$ cat src/rtl/mac_t_frame_enq_if.sv
// Byte-wide frame stream from the switch fabric into the enqueue stage.
interface mac_t_frame_enq_if;
  logic       in_valid;
  logic [7:0] in_data;
  logic       in_last;
  logic       in_ready;

  modport master (
    output in_valid,
    output in_data,
    output in_last,
    input  in_ready
  );

  modport slave (
    input  in_valid,
    input  in_data,
    input  in_last,
    output in_ready
  );
endinterface

$ cat src/rtl/mac_t_frame_enq.sv
// GMII transmit MAC enqueue stage: buffers the 14-byte header, classifies the
// frame by EtherType, then streams it into the TTE or normal data FIFO and
// closes it with a length word in the matching pointer FIFO.
module mac_t_frame_enq #(
  parameter logic [15:0] TTE_TYPE = 16'h891D,
  parameter int unsigned MIN_LEN  = 14,
  parameter int unsigned MAX_LEN  = 1518,
  parameter int unsigned FIFO_CAP = 4096
) (
  input  logic                    clk,
  input  logic                    rst,
  mac_t_frame_enq_if.slave        fab,
  output logic [7:0]              data_fifo_din,
  output logic                    data_fifo_wr,
  input  logic [11:0]             data_fifo_depth,
  output logic [15:0]             ptr_fifo_din,
  output logic                    ptr_fifo_wr,
  input  logic                    ptr_fifo_full,
  output logic [7:0]              tdata_fifo_din,
  output logic                    tdata_fifo_wr,
  input  logic [11:0]             tdata_fifo_depth,
  output logic [15:0]             tptr_fifo_din,
  output logic                    tptr_fifo_wr,
  input  logic                    tptr_fifo_full,
  output logic [15:0]             runt_cnt,
  output logic [15:0]             trunc_cnt,
  output logic [15:0]             tte_cnt
);

  // Depth at or below this leaves room for a maximum-size frame.
  localparam logic [11:0] SPACE_MAX = 12'(FIFO_CAP - 1 - MAX_LEN);
  localparam logic [10:0] MAX_LEN_W = 11'(MAX_LEN);
  localparam logic [10:0] MIN_LEN_W = 11'(MIN_LEN);
  localparam logic [3:0]  HDR_LAST  = 4'(MIN_LEN - 1);

  typedef enum logic [2:0] {
    StIdle, StHdr, StCheck, StFlush, StPass, StDiscard, StPtr
  } state_e;

  state_e      state_q, state_d;
  logic [10:0] len_q, len_d;
  logic [3:0]  flush_idx_q, flush_idx_d;
  logic        is_tte_q, is_tte_d;
  logic        last_seen_q, last_seen_d;
  logic        ready_q, ready_d;
  logic [7:0]  hdr_q [MIN_LEN];

  logic        accept;
  logic        space;
  logic        hdr_wr;
  logic [3:0]  hdr_idx;
  logic        byte_wr;
  logic [7:0]  byte_val;
  logic        ptr_wr;
  logic        runt_inc, trunc_inc, tte_inc;

  assign accept       = fab.in_valid & ready_q;
  assign fab.in_ready = ready_q;
  assign space        = is_tte_q ? (!tptr_fifo_full && tdata_fifo_depth <= SPACE_MAX)
                                 : (!ptr_fifo_full && data_fifo_depth <= SPACE_MAX);

  // Next-state, datapath strobes and counter increments.
  always_comb begin
    state_d     = state_q;
    len_d       = len_q;
    flush_idx_d = flush_idx_q;
    is_tte_d    = is_tte_q;
    last_seen_d = last_seen_q;
    hdr_wr      = 1'b0;
    hdr_idx     = 4'd0;
    byte_wr     = 1'b0;
    byte_val    = 8'h00;
    ptr_wr      = 1'b0;
    runt_inc    = 1'b0;
    trunc_inc   = 1'b0;
    tte_inc     = 1'b0;

    unique case (state_q)
      StIdle: begin
        if (accept) begin
          hdr_wr      = 1'b1;
          len_d       = 11'd1;
          last_seen_d = 1'b0;
          if (fab.in_last) runt_inc = 1'b1;
          else             state_d  = StHdr;
        end
      end
      StHdr: begin
        if (accept) begin
          hdr_wr  = 1'b1;
          hdr_idx = len_q[3:0];
          len_d   = len_q + 11'd1;
          if (len_q + 11'd1 < MIN_LEN_W) begin
            if (fab.in_last) begin
              runt_inc = 1'b1;
              state_d  = StIdle;
            end
          end else begin
            // Last EtherType byte is on the bus this cycle, not yet in hdr_q.
            is_tte_d    = ({hdr_q[12], fab.in_data} == TTE_TYPE);
            last_seen_d = fab.in_last;
            state_d     = StCheck;
          end
        end
      end
      StCheck: begin
        if (space) begin
          flush_idx_d = 4'd0;
          state_d     = StFlush;
        end
      end
      StFlush: begin
        byte_wr     = 1'b1;
        byte_val    = hdr_q[flush_idx_q];
        flush_idx_d = flush_idx_q + 4'd1;
        if (flush_idx_q == HDR_LAST) state_d = last_seen_q ? StPtr : StPass;
      end
      StPass: begin
        if (accept) begin
          byte_wr  = 1'b1;
          byte_val = fab.in_data;
          len_d    = len_q + 11'd1;
          if (fab.in_last) begin
            state_d = StPtr;
          end else if (len_q + 11'd1 == MAX_LEN_W) begin
            trunc_inc = 1'b1;
            state_d   = StDiscard;
          end
        end
      end
      StDiscard: begin
        if (accept && fab.in_last) state_d = StPtr;
      end
      StPtr: begin
        ptr_wr  = 1'b1;
        tte_inc = is_tte_q;
        state_d = StIdle;
      end
      default: state_d = StIdle;
    endcase

    unique case (state_d)
      StIdle, StHdr, StPass, StDiscard: ready_d = 1'b1;
      default:                          ready_d = 1'b0;
    endcase
  end

  // Control state and registered FIFO write ports.
  always_ff @(posedge clk or posedge rst) begin
    if (rst) begin
      state_q        <= StIdle;
      len_q          <= '0;
      flush_idx_q    <= '0;
      is_tte_q       <= 1'b0;
      last_seen_q    <= 1'b0;
      ready_q        <= 1'b0;
      data_fifo_wr   <= 1'b0;
      data_fifo_din  <= '0;
      tdata_fifo_wr  <= 1'b0;
      tdata_fifo_din <= '0;
      ptr_fifo_wr    <= 1'b0;
      ptr_fifo_din   <= '0;
      tptr_fifo_wr   <= 1'b0;
      tptr_fifo_din  <= '0;
    end else begin
      state_q        <= state_d;
      len_q          <= len_d;
      flush_idx_q    <= flush_idx_d;
      is_tte_q       <= is_tte_d;
      last_seen_q    <= last_seen_d;
      ready_q        <= ready_d;
      data_fifo_wr   <= byte_wr & !is_tte_q;
      data_fifo_din  <= (byte_wr & !is_tte_q) ? byte_val : 8'h00;
      tdata_fifo_wr  <= byte_wr & is_tte_q;
      tdata_fifo_din <= (byte_wr & is_tte_q) ? byte_val : 8'h00;
      ptr_fifo_wr    <= ptr_wr & !is_tte_q;
      ptr_fifo_din   <= (ptr_wr & !is_tte_q) ? {5'b0, len_q} : 16'h0000;
      tptr_fifo_wr   <= ptr_wr & is_tte_q;
      tptr_fifo_din  <= (ptr_wr & is_tte_q) ? {5'b0, len_q} : 16'h0000;
    end
  end

  // Saturating statistics counters.
  always_ff @(posedge clk or posedge rst) begin
    if (rst) begin
      runt_cnt  <= '0;
      trunc_cnt <= '0;
      tte_cnt   <= '0;
    end else begin
      if (runt_inc && runt_cnt != 16'hFFFF)   runt_cnt  <= runt_cnt + 16'd1;
      if (trunc_inc && trunc_cnt != 16'hFFFF) trunc_cnt <= trunc_cnt + 16'd1;
      if (tte_inc && tte_cnt != 16'hFFFF)     tte_cnt   <= tte_cnt + 16'd1;
    end
  end

  // Header capture; contents only matter once the header is complete.
  always_ff @(posedge clk) begin
    if (hdr_wr) hdr_q[hdr_idx] <= fab.in_data;
  end

endmodule

$ cat src/flat_wrapper.sv
// flat-port wrapper written by rule: the top's interface ports become plain ports
module mac_t_frame_enq_flat 
#(
  parameter logic [15:0] TTE_TYPE = 16'h891D,
  parameter int unsigned MIN_LEN  = 14,
  parameter int unsigned MAX_LEN  = 1518,
  parameter int unsigned FIFO_CAP = 4096
)
  (clk, rst, data_fifo_din, data_fifo_wr, data_fifo_depth, ptr_fifo_din, ptr_fifo_wr, ptr_fifo_full, tdata_fifo_din, tdata_fifo_wr, tdata_fifo_depth, tptr_fifo_din, tptr_fifo_wr, tptr_fifo_full, runt_cnt, trunc_cnt, tte_cnt, fab_in_valid, fab_in_data, fab_in_last, fab_in_ready);
  mac_t_frame_enq_if fab_i ();
  input  logic clk;
  input  logic rst;
  output logic [7:0] data_fifo_din;
  output logic data_fifo_wr;
  input  logic [11:0] data_fifo_depth;
  output logic [15:0] ptr_fifo_din;
  output logic ptr_fifo_wr;
  input  logic ptr_fifo_full;
  output logic [7:0] tdata_fifo_din;
  output logic tdata_fifo_wr;
  input  logic [11:0] tdata_fifo_depth;
  output logic [15:0] tptr_fifo_din;
  output logic tptr_fifo_wr;
  input  logic tptr_fifo_full;
  output logic [15:0] runt_cnt;
  output logic [15:0] trunc_cnt;
  output logic [15:0] tte_cnt;
  input wire logic [$bits(fab_i.in_valid)-1:0] fab_in_valid;
  input wire logic [$bits(fab_i.in_data)-1:0] fab_in_data;
  input wire logic [$bits(fab_i.in_last)-1:0] fab_in_last;
  output wire logic [$bits(fab_i.in_ready)-1:0] fab_in_ready;
  assign fab_i.in_valid = fab_in_valid;
  assign fab_i.in_data = fab_in_data;
  assign fab_i.in_last = fab_in_last;
  assign fab_in_ready = fab_i.in_ready;
  mac_t_frame_enq #(.TTE_TYPE(TTE_TYPE), .MIN_LEN(MIN_LEN), .MAX_LEN(MAX_LEN), .FIFO_CAP(FIFO_CAP)) u_core (.clk(clk), .rst(rst), .fab(fab_i), .data_fifo_din(data_fifo_din), .data_fifo_wr(data_fifo_wr), .data_fifo_depth(data_fifo_depth), .ptr_fifo_din(ptr_fifo_din), .ptr_fifo_wr(ptr_fifo_wr), .ptr_fifo_full(ptr_fifo_full), .tdata_fifo_din(tdata_fifo_din), .tdata_fifo_wr(tdata_fifo_wr), .tdata_fifo_depth(tdata_fifo_depth), .tptr_fifo_din(tptr_fifo_din), .tptr_fifo_wr(tptr_fifo_wr), .tptr_fifo_full(tptr_fifo_full), .runt_cnt(runt_cnt), .trunc_cnt(trunc_cnt), .tte_cnt(tte_cnt));
endmodule
$ cat config.mk
export PLATFORM = sky130hd
export DESIGN_NAME = mac_t_frame_enq_flat
export DESIGN_NICKNAME = d
export VERILOG_FILES = /design/src/rtl/mac_t_frame_enq_if.sv /design/src/rtl/mac_t_frame_enq.sv /design/src/flat_wrapper.sv
export SDC_FILE = /design/constraint.sdc
export NUM_CORES = 1
export LEC_CHECK = 0
export ABC_AREA = 1
export CORE_AREA = 2 2 173 175
export CTS_CLUSTER_SIZE = 25
export DETAILED_ROUTE_END_ITERATION = 8
export DIE_AREA = 0 0 175 177
export GPL_TIMING_DRIVEN = 0
export PLACE_DENSITY_LB_ADDON = 0.15
export SLEW_MARGIN = 40
export SYNTH_ARGS = -nofsm -noshare
export SYNTH_HDL_FRONTEND = slang
export SYNTH_SLANG_ARGS = --single-unit
$ cat constraint.sdc
create_clock -name clk -period 4.8 [get_ports clk]
set_input_delay 0.48 -clock clk [delete_from_list [all_inputs] [get_ports clk]]
set_output_delay 0.48 -clock clk [all_outputs]
set_load 0.02 [all_outputs]
* Word-level counts from Yosys, hierarchy flattened
Memory sizes are Yosys's and may differ from the RTL's. Index checks and enable logic that the tools add are counted.
Word-level totals: output and inout bits 101, bits in registers 121, memories kept 1, input port bits 38, bits in writable memories 112
Memory list:
- u_core.hdr_q | depth 14, width 8, rd ports 2, clocked after memory_dff 0, wr ports 1, RTL line mac_t_frame_enq.sv:46 | logic [7:0] hdr_q [MIN_LEN];
Operators by class: bitwise logic cells 6, add/sub/neg operators 5, reductions and logical operators 21, equal/unequal tests 20, order comparisons 3, mux-type cells 48
Operators with widths (number):
- adder 16 x 1 -> 16 bit (second input constant) | 3
- inequality test 16 bit (second input constant) | 3
- two-way mux 11 bit | 4
- two-way mux 3 bit | 11
- <= comparator 12 bit (second input constant) | 2
- two-way mux 8 bit | 3
- case mux 11 bit (2 select lines) | 1
- two-way mux 1 bit | 19
- case mux 3 bit (6 select lines) | 1
- equality test 16 bit (second input constant) | 1
- case mux 8 bit (2 select lines) | 1
- equality test 3 bit (second input constant) | 5
- two-way mux 4 bit | 3
- adder 11 x 1 -> 11 bit (second input constant) | 1
- equality test 11 bit (second input constant) | 1
- < comparator 11 x 4 -> 1 bit (second input constant) | 1
- inequality test 2 x 1 -> 1 bit (second input constant) | 4
- case mux 4 bit (2 select lines) | 1
- equality test 3 x 1 -> 1 bit (second input constant) | 2
- equality test 3 x 2 -> 1 bit (second input constant) | 2
- logical AND 1 bit | 6
- logical NOT 3 bit | 2
- case mux 1 bit (2 select lines) | 3
- AND reduction 3 bit | 2
- other kinds (12) | 21

* Longest topological paths before layout
word-level depth 9, gate-level depth with buffers 14, gate-level depth less buffers 14

* Least setup slack after synthesis
OpenSTA, ideal clock, no wires.
path type reg2reg, start register u_core.state_q[1], end memory u_core.hdr_q[13][0] (enable), data required time 4.417 ns, data arrival time 1.915 ns, stages on the path, launching flop included 10, path slack 2.501 ns, cell sequence dfrtp_1 -> inv_2 -> nand2_1 -> nor2_1 -> inv_1 -> nor2_2 -> inv_1 -> nor2_1 -> inv_1 -> nor3_1
Between the ends: word-level cells in the longest chain between the ends 5
RTL lines:
- start: declaration | RTL line mac_t_frame_enq.sv:40 | state_e state_q, state_d;
- start signal: assignment | RTL line mac_t_frame_enq.sv:151 | state_q <= StIdle;
- start signal: assignment | RTL line mac_t_frame_enq.sv:166 | state_q <= state_d;
- equality test 3 x 1 -> 1 bit or logical NOT 3 bit (tied branches) | RTL line mac_t_frame_enq.sv:78 | unique case (state_q)
- OR reduction 2 bit (no line)
- two-way mux 1 bit
- two-way mux 1 bit | RTL line mac_t_frame_enq.sv:198 | if (hdr_wr) hdr_q[hdr_idx] <= fab.in_data;
- two-way mux 1 bit (not written as such) | RTL line mac_t_frame_enq.sv:198
- end: declaration | RTL line mac_t_frame_enq.sv:46
Several ways; a longest one is shown, not always the timed one.

* Final worst setup path
start register u_core.state_q[1], end memory u_core.hdr_q[8][6] (enable)
Same word-level chain as after synthesis.

==> results.md <==
* Initial core utilization at 0.344
* Setup Buffers After CTS at 0
* Area contributors post-synth: edfxtp_1, dfrtp_1, nand2_1, nor2_1, nand3_1
* Type of the worst min-delay path: in -> async
* Critical Path Sink Type: register
* Mean Syn Cell Area at 9.90 um^2
* Hold Fails Final Rpt at 0
* Register area at 0.00614 mm^2
* # rows at 63
* Global-route wire length before repair at 41300 um
* Status: complete, no violations
* Maxcap violations at 0
* Yosys top cell area share at 0.335
* Area occupied by multi-input gates at 0.00344 mm^2
* Final Cycle Share at 0.547
* Global router's overall resource usage at 0.170
* Max clock buf depth at 3
* Fmax at 381 MHz
* Slew @ Worst Pin at 797 ps
* Placed cell areas at 0.0119 mm^2
* Final Wtd Congestion at 0.809
* Pre-Repair DR Iteration Count at 7
* Sequential area share after synthesis at 0.611
* Share of layout cells above drive strength 1 at 0.101
* Commonest non-fill, non-tap cell in the layout: nand2_1
* Final Skew at 6.97 ps
* TritonCTS Sinks at 223
* Antenna cells at 0
* Endpoints failing setup at 0
* Delay of the slowest critical-path stage at 620 ps
* Synthesized cell area at 0.0101 mm^2
* Critical path required time at 4950 ps
* Die area at 0.0310 mm^2
* Commonest non-fill, non-tap cells in the layout: nand2_1, clkdlybuf4s50_1, nor2_1, edfxtp_1, dfrtp_1
* Post-DP HPWL at 18600 um
* I/O Buffers at 126
* Layout Nets at 1224
* Routed length per instance at 16.3 um
* Routed WL at 25900 um
* Area growth, synth to finish at 26.8%
* Vias in the first global route at 7566
* Final instance area at 0.0127 mm^2
* Largest area contributor in the netlist: edfxtp_1
* Pwr per Cell Area at 429 mW/mm^2
* Vias per cell at 4.75
* Initial antenna violation count at 1
* Final Critical Period at 2630 ps
* Root buffer cell: clkbuf_16
* CTS clock-pin slew for the worst setup and hold paths at 60 ps
* Via Count at 7541
* Worst EP arrival at 2770 ps
* Final Max Slew Viols at 0
* Yosys cell types at 39
* Yosys reg bits at 223
* Worst hold slack at 402 ps
* Yosys warning count at 0
* Post-Synthesis Cells at 1015
* Startpoint Class: register
* CP max stage cell: nor2_1
* Worst skew pair latency at 520 ps
* CP most frequent cell: nor2_1
* CORE AREA at 0.0292 mm^2
* Setup CP Type: reg -> reg
* CTS Buf Count at 25
* Die H at 177 um
* CP Max Fanout at 8
* Largest net degree at the start of global routing at 70
* First DRT Iteration DRCs at 465
* LEAKAGE at 5.10 nW
* Overall power at 5.47 mW
* Remaining antenna violation count at 0
* RSZ-0062 raised after global routing: no
* Post-Route Setup TNS at 0 ps
* DRC at 0
* CTS H-tree depth at 1
* Gr ovfl total at 0
* CTS tree: done
* Critical-path cell list: inv_2 > nand2_1 > nor2_1 > inv_1 > nor2_2 > inv_1 > nor2_1 > nand2_1 > nor2_1
* Final Util at 0.436
* Post_cts resized at 0
* Fill count at 2817
* Worst relative slew slack at 0.467
* Cts hold-fix bufs at 0
* Flop2flop setup slack at 2170 ps
* Max IR drop VDD at 0.227 mV
* # IOs at 139
* Die X at 175 um
==> power by group <==
group	switching (mW)	leakage, nW	internal (mW)
combinational	0.903	2.16	0.415
clock	0.777	0.412	1.18
sequential	0.0881	2.53	2.11
==> kinds of logic (layout without fill, tap and decap cells) <==
family                     count (synthesis)  in the layout  share of synthesized area
other                                      1             10                   0.000373
buffers and inverters                    127            301                     0.0536
AOI/OAI and AO/OA                        137            137                     0.0753
xor gates and xnor gates                  42             42                     0.0366
DFF                                      223            223                      0.611
and+or+nand+nor                          478            478                      0.214
adders and majority gates                  7              7                    0.00871
==> worst max-delay path, delay by kind of cell, from the launching register on <==
kind | cells | cell delay (ps)
and+or+nand+nor | 6 | 1450
DFF | 1 | 400
buffers and inverters | 3 | 390
==> layer usage <==
| layer | routed length, um | up-vias | global-route usage | part of all wire |
|---|---|---|---|---|
| li1 | - | 3727 | - | - |
| met1 | 12100 | 3591 | 0.229 | 0.46 |
| met2 | 11900 | 176 | 0.279 | 0.46 |
| met3 | 1320 | 45 | 0.0361 | 0.051 |
| met4 | 659 | 2 | 0.0431 | 0.025 |
| met5 | 13 | - | 0 | 0.00050 |
==> registers in the layout (all words and copies together) (netlist names) <==
signal                 count
u_core.is_tte_q            1
u_core.ptr_fifo_din       11
u_core.state_q             3
u_core.tte_cnt            16
u_core.data_fifo_wr        1
u_core.trunc_cnt          16
u_core.tdata_fifo_wr       1
u_core.fab.in_ready        1
u_core.data_fifo_din       8
u_core.tdata_fifo_din      8
u_core.tptr_fifo_din      11
u_core.ptr_fifo_wr         1
u_core.last_seen_q         1
u_core.runt_cnt           16
u_core.tptr_fifo_wr        1
u_core.len_q              11
u_core.flush_idx_q         4
u_core.hdr_q             112
==> stage by stage <==
stage	worst slack [ps]	cells
CTS	2140	1588
floorplan	1390	1024
global placement	-550	1540
detailed placement	1810	1542
finish	2170	1588
global route	1850	1588
==> Yosys cell counts, drive strengths merged <==
cell      n
dfrtp   111
xnor2    18
a31oi     3
nor4     11
nand3    68
o211ai    6
o21ai    72
nor3     16
xor2     24
a211oi    1
o22ai    29
clkinv    2
nor2    144
nand3b    1
a21oi    24
nand2   211
and2      4
buf      20
conb      1
ha        7
o311ai    1
edfxtp  112
inv      88
clkbuf   17
nand4    16
or2       7
o21bai    1
==> final timing paths <==
path	endpoint	from	cells after the start
max	u_core.hdr_q[8][6]	u_core.state_q[1]	9
min	u_core.tte_cnt[13]	rst	2
max reg2reg	u_core.hdr_q[8][6]	u_core.state_q[1]	9
min reg2reg	u_core.tte_cnt[6]	u_core.tte_cnt[6]	1
max in group asynchronous	u_core.trunc_cnt[11]	rst	3
min in group clk	u_core.tte_cnt[6]	u_core.tte_cnt[6]	1
==> cell type report <==
cell class | instances | share of cell area
Buffer | 37 | 0.0158
Clock buffer | 27 | 0.0500
Clock inverter | 19 | 0.0157
Inverter | 90 | 0.0271
Multi-Input combinational cell | 674 | 0.270
Sequential cell | 223 | 0.482
Tap cell | 390 | 0.0383
Timing Repair Buffer | 128 | 0.102
Power figures use the tool's default switching activity.
==> edit: new RTL, config.mk and constraints unchanged <==
`TTE_TYPE` is set to 16'h891D in 2 places; all go to 16'h448E.
--- a/src/rtl/mac_t_frame_enq.sv
+++ b/src/rtl/mac_t_frame_enq.sv
@@ -3,5 +3,5 @@
 // closes it with a length word in the matching pointer FIFO.
 module mac_t_frame_enq #(
-  parameter logic [15:0] TTE_TYPE = 16'h891D,
+  parameter logic [15:0] TTE_TYPE = 16'h448E,
   parameter int unsigned MIN_LEN  = 14,
   parameter int unsigned MAX_LEN  = 1518,
--- a/src/flat_wrapper.sv
+++ b/src/flat_wrapper.sv
@@ -2,5 +2,5 @@
 module mac_t_frame_enq_flat 
 #(
-  parameter logic [15:0] TTE_TYPE = 16'h891D,
+  parameter logic [15:0] TTE_TYPE = 16'h448E,
   parameter int unsigned MIN_LEN  = 14,
   parameter int unsigned MAX_LEN  = 1518,
Formal check against the unedited RTL: no difference found for any inputs over 10 cycles, from zero or initial values and one cycle with rst high; that may be too few to reach the edited logic, so the function may still have changed.
==> edit against the original RTL <==
- design area is 0.69% lower
- count of clock-buffer cells in the layout is 5 higher
- synthesized cell count is 1.7% lower
- power is 4.3% higher
- first-iteration DRC count is 6.5% higher
- worst setup slack worse by 0.14 ns
- wire length is 0.37% lower
- sequential cell count stayed put
- synthesized area is 0.66% lower
- combinational power is 17% higher
==> edit: results (changes against the original RTL) <==
* Status: completed
* WP data arrival at 2.92 ns (+0.15 ns)
* Adder-cell share of the synthesized area at 0.00877 (+0.0000579)
* Synth top cells by count: nand2_1, nor2_1, edfxtp_1, dfrtp_1, inv_1
* Top post-synthesis cells by area: edfxtp_1, dfrtp_1, nand2_1
* Max VDD drop at 0.226 mV (-0.34%)
* Number of antenna violations at the first check in global routing at 0 (-1)
* Placed Instance Area at 11800 um2 (-0.54%)
* First-pass GRT wire length at 41.3 mm (about the same)
* Post-synthesis sequential area ratio at 0.615 (+0.00406)
* Initial drt markers at 495 (+6.5%)
* Synthesized area per cell at 10.0 um2 (+1.0%)
* Vias in the first global route at 7630 (+0.85%)
* Net switching power at 2.01 mW (+14%)
* Placed cells at 1526 (-1.0%)
* Synth Area in Compound Gates at 0.0856 (+0.0103)
* Vias post-DR at 7484 (-0.76%)
* Layout Nets at 1208 (-1.3%)
* FILL cells at 2806 (-0.39%)
* Synth unique cells at 41 (+5.1%)
* Post-DP HPWL at 18.1 mm (-2.7%)
* Final WL at 25.8 mm (-0.37%)
* Seq group at 2.28 mW (+4%)
* Slew headroom at 0.462 (-0.00438)
* Post-route insts no fill at 1572 (-1.0%)
* XOR/XNOR share of the synthesized area at 0.0351 (-0.00151)
* Leakage dissipation at 4.97 nW (-2.5%)
* GR Util All Layers at 0.169 (about the same)
* Placer Congestion at 0.840 (+3.8%)
* Pin count of the biggest net entering global routing at 75 (+7.1%)
* First-pass DRT Iterations at 5 (-2)
* Worst-Skew Late Latency at 0.54 ns (+0.02 ns)
* Clock Skew at 0.0149 ns (+0.00794 ns)
* Worst path max stage delay at 0.64 ns (+0.02 ns)
## edit: cell count changes in the layout (fill, tap and decap cells not counted), moves of 4 or more
cell      unedited run  this run
xnor2_1             18        11
nor3_1              13        17
o21ai_0             65        69
inv_1               79        83
nand3_1             66        57
nor2_1             121       127
o21ai_1              7         2
xor2_1              24        29
o21ai_2              0         4
nand2_1            197       168
clkinv_1             9         4
clkbuf_1            18        25
## edit: area by class of cell
type                    count  area (um2)  share of cell area
repair buffers            129        1300               0.103
clock inverters            14         113             0.00890
multi-input cells         654        3370               0.266
flip-flops and latches    223        6140               0.485
inverters                  92         353              0.0279
plain buffers              38         200              0.0158
clock buffers              32         693              0.0548
well taps                 390         488              0.0386
## edit: routing by layer
layer	vias up	share of wire	track usage
li1	3687	-	-
met2	214	0.45	0.274
met4	0	0.021	0.0476
met1	3547	0.46	0.231
met5	-	0	0
met3	36	0.067	0.0354
## edit: path summary, 6_finish.rpt
check | from | slack, ns | cells after the start | endpoint
worst max-delay path | u_core.state_q[1]$_DFF_PP0_ | 2.04 | 9 | u_core.hdr_q[11][1]$_DFFE_PP_
worst min-delay path | rst | 0.32 | 2 | u_core.trunc_cnt[1]$_DFFE_PP0P_
worst max register to register | u_core.state_q[1]$_DFF_PP0_ | 2.04 | 9 | u_core.hdr_q[11][1]$_DFFE_PP_
worst min register to register | u_core.tte_cnt[14]$_DFFE_PP0P_ | 0.50 | 1 | u_core.tte_cnt[14]$_DFFE_PP0P_
max in group asynchronous | rst | 3.84 | 3 | u_core.flush_idx_q[1]$_DFFE_PP0P_
min in group clk | u_core.tte_cnt[14]$_DFFE_PP0P_ | 0.50 | 1 | u_core.tte_cnt[14]$_DFFE_PP0P_
